**src/rtl/uart_mmio_fifo.sv**
```systemverilog
// ============================================================================
// Module   : uart_mmio_fifo
// Purpose  : MMIO UART buffer with TX/RX FIFOs plus cycle/instret counters.
// Revision : 1.0 - initial release
// ============================================================================
`default_nettype none

module uart_mmio_fifo #(
    parameter int          DEPTH = 8,
    parameter logic [31:0] BASE  = 32'h8000_0000
) (
    input  logic        clk,
    input  logic        rst,
    input  logic [31:0] addr,
    input  logic        wr_en,
    input  logic        rd_en,
    input  logic [31:0] wdata,
    input  logic        inst_retire,
    output logic [31:0] rdata,
    output logic [7:0]  tx_data,
    output logic        tx_valid,
    input  logic        tx_ready,
    input  logic [7:0]  rx_data,
    input  logic        rx_valid,
    output logic        rx_ready
);

    localparam int          AW       = $clog2(DEPTH);
    localparam logic [4:0]  OFF_CTRL = 5'h00;
    localparam logic [4:0]  OFF_RXD  = 5'h04;
    localparam logic [4:0]  OFF_TXD  = 5'h08;
    localparam logic [4:0]  OFF_CYC  = 5'h10;
    localparam logic [4:0]  OFF_INS  = 5'h14;
    localparam logic [4:0]  OFF_RST  = 5'h18;
    localparam logic [AW:0] PTR_ONE  = {{AW{1'b0}}, 1'b1};

    logic [7:0]  tx_mem_q [DEPTH];
    logic [7:0]  rx_mem_q [DEPTH];
    logic [AW:0] tx_wptr_q, tx_wptr_d, tx_rptr_q, tx_rptr_d;
    logic [AW:0] rx_wptr_q, rx_wptr_d, rx_rptr_q, rx_rptr_d;
    logic        tx_ovf_q, tx_ovf_d, rx_ovf_q, rx_ovf_d;
    logic [31:0] cycle_q, cycle_d, instret_q, instret_d;
    logic [31:0] rdata_q, rdata_d;

    logic w_in_win, w_sel_ctrl, w_sel_rxd, w_sel_txd, w_sel_cyc, w_sel_ins, w_sel_rst;
    logic w_tx_full, w_tx_empty, w_rx_full, w_rx_empty;
    logic w_tx_wr, w_tx_push, w_tx_pop, w_rx_push, w_rx_pop, w_cnt_rst;
    logic w_unused;

    assign w_unused   = &{1'b0, wdata[31:8]};

    assign w_in_win   = (addr[31:5] == BASE[31:5]);
    assign w_sel_ctrl = w_in_win && (addr[4:0] == OFF_CTRL);
    assign w_sel_rxd  = w_in_win && (addr[4:0] == OFF_RXD);
    assign w_sel_txd  = w_in_win && (addr[4:0] == OFF_TXD);
    assign w_sel_cyc  = w_in_win && (addr[4:0] == OFF_CYC);
    assign w_sel_ins  = w_in_win && (addr[4:0] == OFF_INS);
    assign w_sel_rst  = w_in_win && (addr[4:0] == OFF_RST);

    assign w_tx_empty = (tx_wptr_q == tx_rptr_q);
    assign w_tx_full  = (tx_wptr_q[AW] != tx_rptr_q[AW]) &&
                        (tx_wptr_q[AW-1:0] == tx_rptr_q[AW-1:0]);
    assign w_rx_empty = (rx_wptr_q == rx_rptr_q);
    assign w_rx_full  = (rx_wptr_q[AW] != rx_rptr_q[AW]) &&
                        (rx_wptr_q[AW-1:0] == rx_rptr_q[AW-1:0]);

    // A store into a full TX FIFO still lands if the transmitter drains the head this cycle.
    assign w_tx_pop   = !w_tx_empty && tx_ready;
    assign w_tx_wr    = wr_en && w_sel_txd;
    assign w_tx_push  = w_tx_wr && (!w_tx_full || w_tx_pop);
    assign w_rx_push  = rx_valid && !w_rx_full;
    assign w_rx_pop   = rd_en && w_sel_rxd && !w_rx_empty;
    assign w_cnt_rst  = wr_en && w_sel_rst;

    assign tx_valid   = !w_tx_empty;
    assign tx_data    = w_tx_empty ? 8'h00 : tx_mem_q[tx_rptr_q[AW-1:0]];
    assign rx_ready   = !w_rx_full;
    assign rdata      = rdata_q;

    always_comb begin
        tx_wptr_d = w_tx_push ? tx_wptr_q + PTR_ONE : tx_wptr_q;
        tx_rptr_d = w_tx_pop  ? tx_rptr_q + PTR_ONE : tx_rptr_q;
        rx_wptr_d = w_rx_push ? rx_wptr_q + PTR_ONE : rx_wptr_q;
        rx_rptr_d = w_rx_pop  ? rx_rptr_q + PTR_ONE : rx_rptr_q;

        tx_ovf_d  = tx_ovf_q | (w_tx_wr && w_tx_full && !w_tx_pop);
        rx_ovf_d  = rx_ovf_q | (rx_valid && w_rx_full && !w_rx_pop);
        cycle_d   = cycle_q + 32'd1;
        instret_d = instret_q + {31'd0, inst_retire};
        if (w_cnt_rst) begin
            tx_ovf_d  = 1'b0;
            rx_ovf_d  = 1'b0;
            cycle_d   = 32'd0;
            instret_d = 32'd0;
        end

        rdata_d = rdata_q;
        if (rd_en) begin
            rdata_d = 32'd0;
            if (w_sel_ctrl)
                rdata_d = {28'd0, rx_ovf_q, tx_ovf_q, !w_rx_empty, !w_tx_full};
            else if (w_sel_rxd && !w_rx_empty)
                rdata_d = {24'd0, rx_mem_q[rx_rptr_q[AW-1:0]]};
            else if (w_sel_cyc)
                rdata_d = cycle_q;
            else if (w_sel_ins)
                rdata_d = instret_q;
        end
    end

    always_ff @(posedge clk) begin
        if (rst) begin
            tx_wptr_q <= '0;
            tx_rptr_q <= '0;
            rx_wptr_q <= '0;
            rx_rptr_q <= '0;
            tx_ovf_q  <= 1'b0;
            rx_ovf_q  <= 1'b0;
            cycle_q   <= 32'd0;
            instret_q <= 32'd0;
            rdata_q   <= 32'd0;
        end else begin
            tx_wptr_q <= tx_wptr_d;
            tx_rptr_q <= tx_rptr_d;
            rx_wptr_q <= rx_wptr_d;
            rx_rptr_q <= rx_rptr_d;
            tx_ovf_q  <= tx_ovf_d;
            rx_ovf_q  <= rx_ovf_d;
            cycle_q   <= cycle_d;
            instret_q <= instret_d;
            rdata_q   <= rdata_d;
        end
    end

    // Storage is left uninitialised; reset only empties the FIFOs via the pointers.
    always_ff @(posedge clk) begin
        if (!rst && w_tx_push)
            tx_mem_q[tx_wptr_q[AW-1:0]] <= wdata[7:0];
        if (!rst && w_rx_push)
            rx_mem_q[rx_wptr_q[AW-1:0]] <= rx_data;
    end

endmodule

`default_nettype wire

```
**config.mk**
```make
export PLATFORM = sky130hd
export DESIGN_NAME = uart_mmio_fifo
export DESIGN_NICKNAME = d
export VERILOG_FILES = /design/src/rtl/uart_mmio_fifo.sv
export SDC_FILE = /design/constraint.sdc
export NUM_CORES = 1
export LEC_CHECK = 0
export CAP_MARGIN = 20
export CORE_MARGIN = 1.5
export CORE_UTILIZATION = 35
export CTS_BUF_LIST = sky130_fd_sc_hd__clkbuf_2
export CTS_CLUSTER_SIZE = 14
export DETAILED_ROUTE_END_ITERATION = 8
export DONT_BUFFER_PORTS = 1
export GPL_ROUTABILITY_DRIVEN = 0
export PLACE_DENSITY = 0.46
export SYNTH_ARGS = -nofsm -noshare
export SYNTH_HDL_FRONTEND = slang
export SYNTH_SLANG_ARGS = --single-unit
```
**constraint.sdc**
```tcl
create_clock -name clk -period 5.8 [get_ports clk]
set_clock_uncertainty 0.2 [all_clocks]
set_input_delay 0.58 -clock clk [delete_from_list [all_inputs] [get_ports clk]]
set_output_delay 0.58 -clock clk [all_outputs]
set_load 0.02 [all_outputs]
```
==> Word-level counts from Yosys, hierarchy flattened <==
Memory sizes are Yosys's and may differ from the RTL's. A register that Yosys moved wholly into a read port is not among the register bits.
Cells that the tools add are included.
{ "word_totals": {"ramBits": 128, "wordCells": 76, "regBits": 114, "inputBits": 79, "output_inout_bits": 42, "mem_count": 2} }
{ "mem_list": {"columns": ["memory", "depth", "width", "read_ports", "rd_ports_with_merged_regs", "wr", "line_no", "text"], "rows": [
  ["rx_mem_q", 8, 8, 1, 1, 1, "38", "logic [7:0] rx_mem_q [DEPTH];"],
  ["tx_mem_q", 8, 8, 1, 1, 1, "37", "logic [7:0] tx_mem_q [DEPTH];"]
]} }
{ "classes": {"mux": 13, "eq_ne": 12, "bitwise_logic": 2, "addsub": 6, "n_reduce_logical": 32} }
{ "ops": {"columns": ["op", "count"], "rows": [
  ["2-to-1 mux 32 bit", 4],
  ["adder 32 x 1 -> 32 bit", 1],
  ["adder 32 x 1 -> 32 bit, second input constant", 1],
  ["equality test 27 bit, second input constant", 1],
  ["logical AND 1 bit", 22],
  ["adder 4 x 1 -> 4 bit, second input constant", 4],
  ["equality test 5 bit, second input constant", 3],
  ["2-to-1 mux 3 bit", 4],
  ["equality test 4 bit", 2],
  ["2-to-1 mux 8 bit", 1],
  ["zero test 1 bit", 7],
  ["equality test 3 bit", 2],
  ["equality test 5 x 3 -> 1 bit, second input constant", 1],
  ["equality test 5 x 4 -> 1 bit, second input constant", 1],
  ["zero test 5 bit", 1],
  ["2-to-1 mux 1 bit", 4],
  ["inequality test 1 bit", 2],
  ["OR 1 bit", 2],
  ["OR reduction 2 bit", 1],
  ["logical OR 1 bit", 1]
]} }

==> Logic depth before layout (Yosys ltp) <==
{ "depth": {"depth_word": 8, "ltp_mapped": 7, "depth_no_buf": 6} }

==> Worst setup path after synthesis <==
Ideal clock, no wire load.
{ "synth_timing": {"path_kind": "input-to-reg", "startpoint": "in addr[24]", "endpoint": "mem tx_mem_q[0][0] (enable)", "arrival_time_ns": 2.777, "stages": 5, "setup_ns": 0.395, "slack_ns": 2.428, "t_required_ns": 5.205, "n_path_buf": 0, "path_cell_list": "nor4b_2 nand4_2 or4_4 nand2b_1 nor4_1"} }
{ "synth_via": {"elab_chain_cells": 7} }
{ "synth_lines": {"columns": ["item", "line_no", "text"], "rows": [
  ["from (decl)", "14", "input logic [31:0] addr,"],
  ["equality test 27 bit", "52", "assign w_in_win = (addr[31:5] == BASE[31:5]);"],
  ["logical AND 1 bit", "55", "assign w_sel_txd = w_in_win && (addr[4:0] == OFF_TXD);"],
  ["logical AND 1 bit", "69", "assign w_tx_wr = wr_en && w_sel_txd;"],
  ["logical AND 1 bit", "70", "assign w_tx_push = w_tx_wr && (!w_tx_full || w_tx_pop);"],
  ["logical AND 1 bit", "137", "if (!rst && w_tx_push)"],
  ["2-to-1 mux 1 bit", "137", null],
  ["2-to-1 mux 1 bit (not written as such)", "138", "tx_mem_q[tx_wptr_q[AW-1:0]] <= wdata[7:0];"],
  ["to (decl)", "37", null]
]} }
No other way between the ends.

==> Worst setup path after layout <==
{ "layout_timing": {"startpoint": "in addr[28]", "endpoint": "mem tx_mem_q[4][3] (enable)"} }
The elaborated chain is that of the path after synthesis.

==> summary.md <==
| Metric | Value |
|---|---|
| Outcome | `completed` |
| GRT Overall Usage | `between 15 and 20%` |
| Clock-pin slew on the worst setup and hold paths | `approximately 0.09 ns` |
| Mean Syn Cell Area | `roughly 12 um2` |
| Hpwl dp | `around 16 mm` |
| Largest net degree at the start of global routing | `67` |
| Max-cap violations | `0` |
| Initial antenna violation count | `3` |
| WL final | `around 25 mm` |
| Clk root buf | `clkbuf_2` |
| Filler instances | `2964` |
| Period utilization | `between 60 and 70%` |
| CP Data Required Time | `about 6 ns` |
| CTS max path bufs | `3` |
| Gr ovfl total | `0` |
| RSZ-0062 raised after global routing | `false` |
| Top post-synthesis cells by area | `edfxtp_1 36%, dfxtp_1 22%, mux4_2 6.7%` |
| Core footprint | `30510 um2` |
| Chip width | `about 180 um` |
| Slew of the pin with the lowest slew margin | `0.9960 ns` |
| CP Launch Type | `input pin` |
| Sequential area share after synthesis | `57.85%` |
| Vias in the first global route | `approximately 7200` |
| Crit path kind | `in -> reg` |
| First-pass GRT wire length | `39.73 mm` |
| Arr. time, crit path | `3.73 ns` |
| Design Area, Final | `~12000 um2` |
| Most used DFF post-synth | `edfxtp_1` |
| Slew margin rel. | `33.35%` |
| Antenna-violating nets left | `0` |
| Seq. cell area | `6246 um2` |
| Register bit count reported by yosys | `~250` |
| Placed Area | `roughly 11000 um2` |
| Die area | `between 30000 and 40000 um2` |
| Max FO, Critical Path | `8` |
| Peak supply drop | `~140 uV` |
| CTS Buf Count | `between 60 and 70` |
| Crit path capture type | `register` |
| Library cells used by synthesis | `47` |
| # rows | `64` |
| Synth-to-layout area growth | `13.98%` |
| Power Density | `259.2 nW/um2` |
| CTS sink cnt | `about 250` |
| # setup viols final | `0` |
| Multi-input gate area | `4385 um2` |
| Worst-Skew Late Latency | `between 0.8 and 0.9 ns` |
| LEAKAGE | `4.078 nW` |
| Synth area leader | `edfxtp_1` |
| Top-area cell type share of the netlist area | `between 30% and 40%` |
| Commonest non-fill, non-tap cells in the layout | `128 x edfxtp_1, 120 x dfxtp_1, 107 x nor2_1` |
| Reg2Reg Setup Slack | `between 2 and 2.5 ns` |
| Die Y | `around 180 um` |
| Fmax | `between 200 and 300 MHz` |
| Setup TNS | `0 ns` |
| Proportion of layout cells with a drive suffix above 1 | `between 20% and 30%` |
| Avg WL per Cell | `approximately 18 um` |
| Syn Std Cell Area | `about 11000 um2` |
| Initial DRC count | `between 300 and 400` |
| Commonest non-fill, non-tap cell in the layout | `edfxtp_1` |
| H-tree Lvls | `3` |
| Vias per std cell | `a little over 5` |
| Total number of vias | `approximately 7100` |
| IO Port Bufs | `0` |
| Ys Warns | `0` |
| Tmin final | `approximately 3.5 ns` |
| Mapped Cells | `between 900 and 1000` |
| DRC | `0` |
| TritonCTS clock tree | `built` |
| Total Nets Final | `between 1000 and 1500` |
| Slew Limit Fails | `0` |
| Post-synth EDFFs | `about 130` |
| Io pins | `roughly 120` |
| Initial Utilization | `between 30% and 40%` |
| Syn nets | `a little under 1000` |
| Ys async rst share | `0%` |
| DR pass1 iterations | `4` |
| Final Hold Vio Count | `0` |
| Hold Crit Class | `in -> reg` |
[routing by layer]
| layer | share of wire, % | global-route usage (%) |
|---|---|---|
| met5 | 0 | 0 |
| met4 | 1.4 | 5.139 |
| met3 | 5.9 | 4.625 |
| met2 | 44 | 24.32 |
| met1 | 48 | 22.64 |
[cell usage after synthesis, drive strengths merged, types with 7 or more instances]
cell type  count
edfxtp       128
dfxtp        120
nor2         107
nand3         56
xor2          54
a21oi         46
clkbuf        41
mux2          34
nand4         33
mux4          32
nand2b        32
nand2         28
nor3          19
nor4          18
xnor2         17
mux2i         16
o21ai         16
and3          12
inv           12
buf           10
nor2b          9
o31ai          8
ha             7
[critical path, stage by stage]
cell and delay (ns):
dlygate4sd3_1 0.53, nor3_1 0.50, nand2b_1 0.23, or4_4 0.58
or4b_4 0.53, nor2_1 0.76
[where the power goes]
group	switching, W	total (W)	internal, W
sequential	0.0000101	0.00186	0.00185
clock	0.000704	0.00122	0.000512
combinational	0.0000679	0.000113	0.0000450
[sequential cells by signal, indices dropped and copies added, names as in the netlist, 4 cells and up, named ones only]
name / count
tx_mem_q: 64
instret_q: 32
rx_rptr_q: 4
tx_rptr_q: 4
rdata: 32
tx_wptr_q: 4
rx_wptr_q: 4
rx_mem_q: 64
cycle_q: 32
[path summary, 6_finish.rpt]
check / start / end / cells after the start
worst max-delay path: addr[28] / tx_mem_q[4][3]$_DFFE_PP_ / 6
worst min-delay path: addr[1] / tx_wptr_q[2]$_SDFFE_PP0P_ / 4
worst max register to register: rx_wptr_q[1]$_SDFFE_PP0N_ / rdata[5]$_SDFFE_PP0P_ / 7
worst min register to register: rx_ovf_q$_SDFF_PP0_ / rx_ovf_q$_SDFF_PP0_ / 2
[stage by stage]
step / setup slack, ns / std cells / hold slack (ns) / utilization, % / total power [W]
floorplan: 2.428 / 902 / 0.2255 / - / 0.001959
global placement: 2.000 / 1256 / 0.2548 / 36.84 / 0.001962
detailed placement: 2.004 / 1257 / 0.2554 / 36.86 / 0.001962
CTS: 2.327 / 1404 / 0.009197 / 40.29 / 0.003253
global route: 2.116 / 1408 / 0.06012 / 40.33 / 0.003351
finish: 2.266 / 1408 / 0.1300 / 40.33 / 0.003189
[timing repair]
item	in CTS	in global routing
resized for setup	0	0
endpoints found under the hold margin	237	0
hold buffers	43	0
setup buffers	0	0
[kinds of logic (layout without fill, tap and decap cells)]
kind of cell	count (synthesis)	count (layout)	share of synthesized area [%]
other	0	3	0
flip-flops	248	248	57.85
multiplexers	82	82	11.70
AND/OR/NAND/NOR	350	350	17.41
AO/OA/AOI/OAI	81	81	4.195
buffers and inverters	63	170	2.271
adder cells (fa/ha/maj)	7	7	0.8112
XOR/XNOR	71	71	5.760
[final cells by class]
type | count | area share [%]
Timing Repair Buffer | 54 | 4.514
Tap cell | 396 | 4.026
Clock buffer | 93 | 3.782
Inverter | 12 | 0.3660
Sequential cell | 248 | 50.76
Antenna cell | 3 | 0.06101
Clock inverter | 11 | 0.8541
Multi-Input combinational cell | 591 | 35.64
No activity file was read; power rests on OpenSTA's default activity.
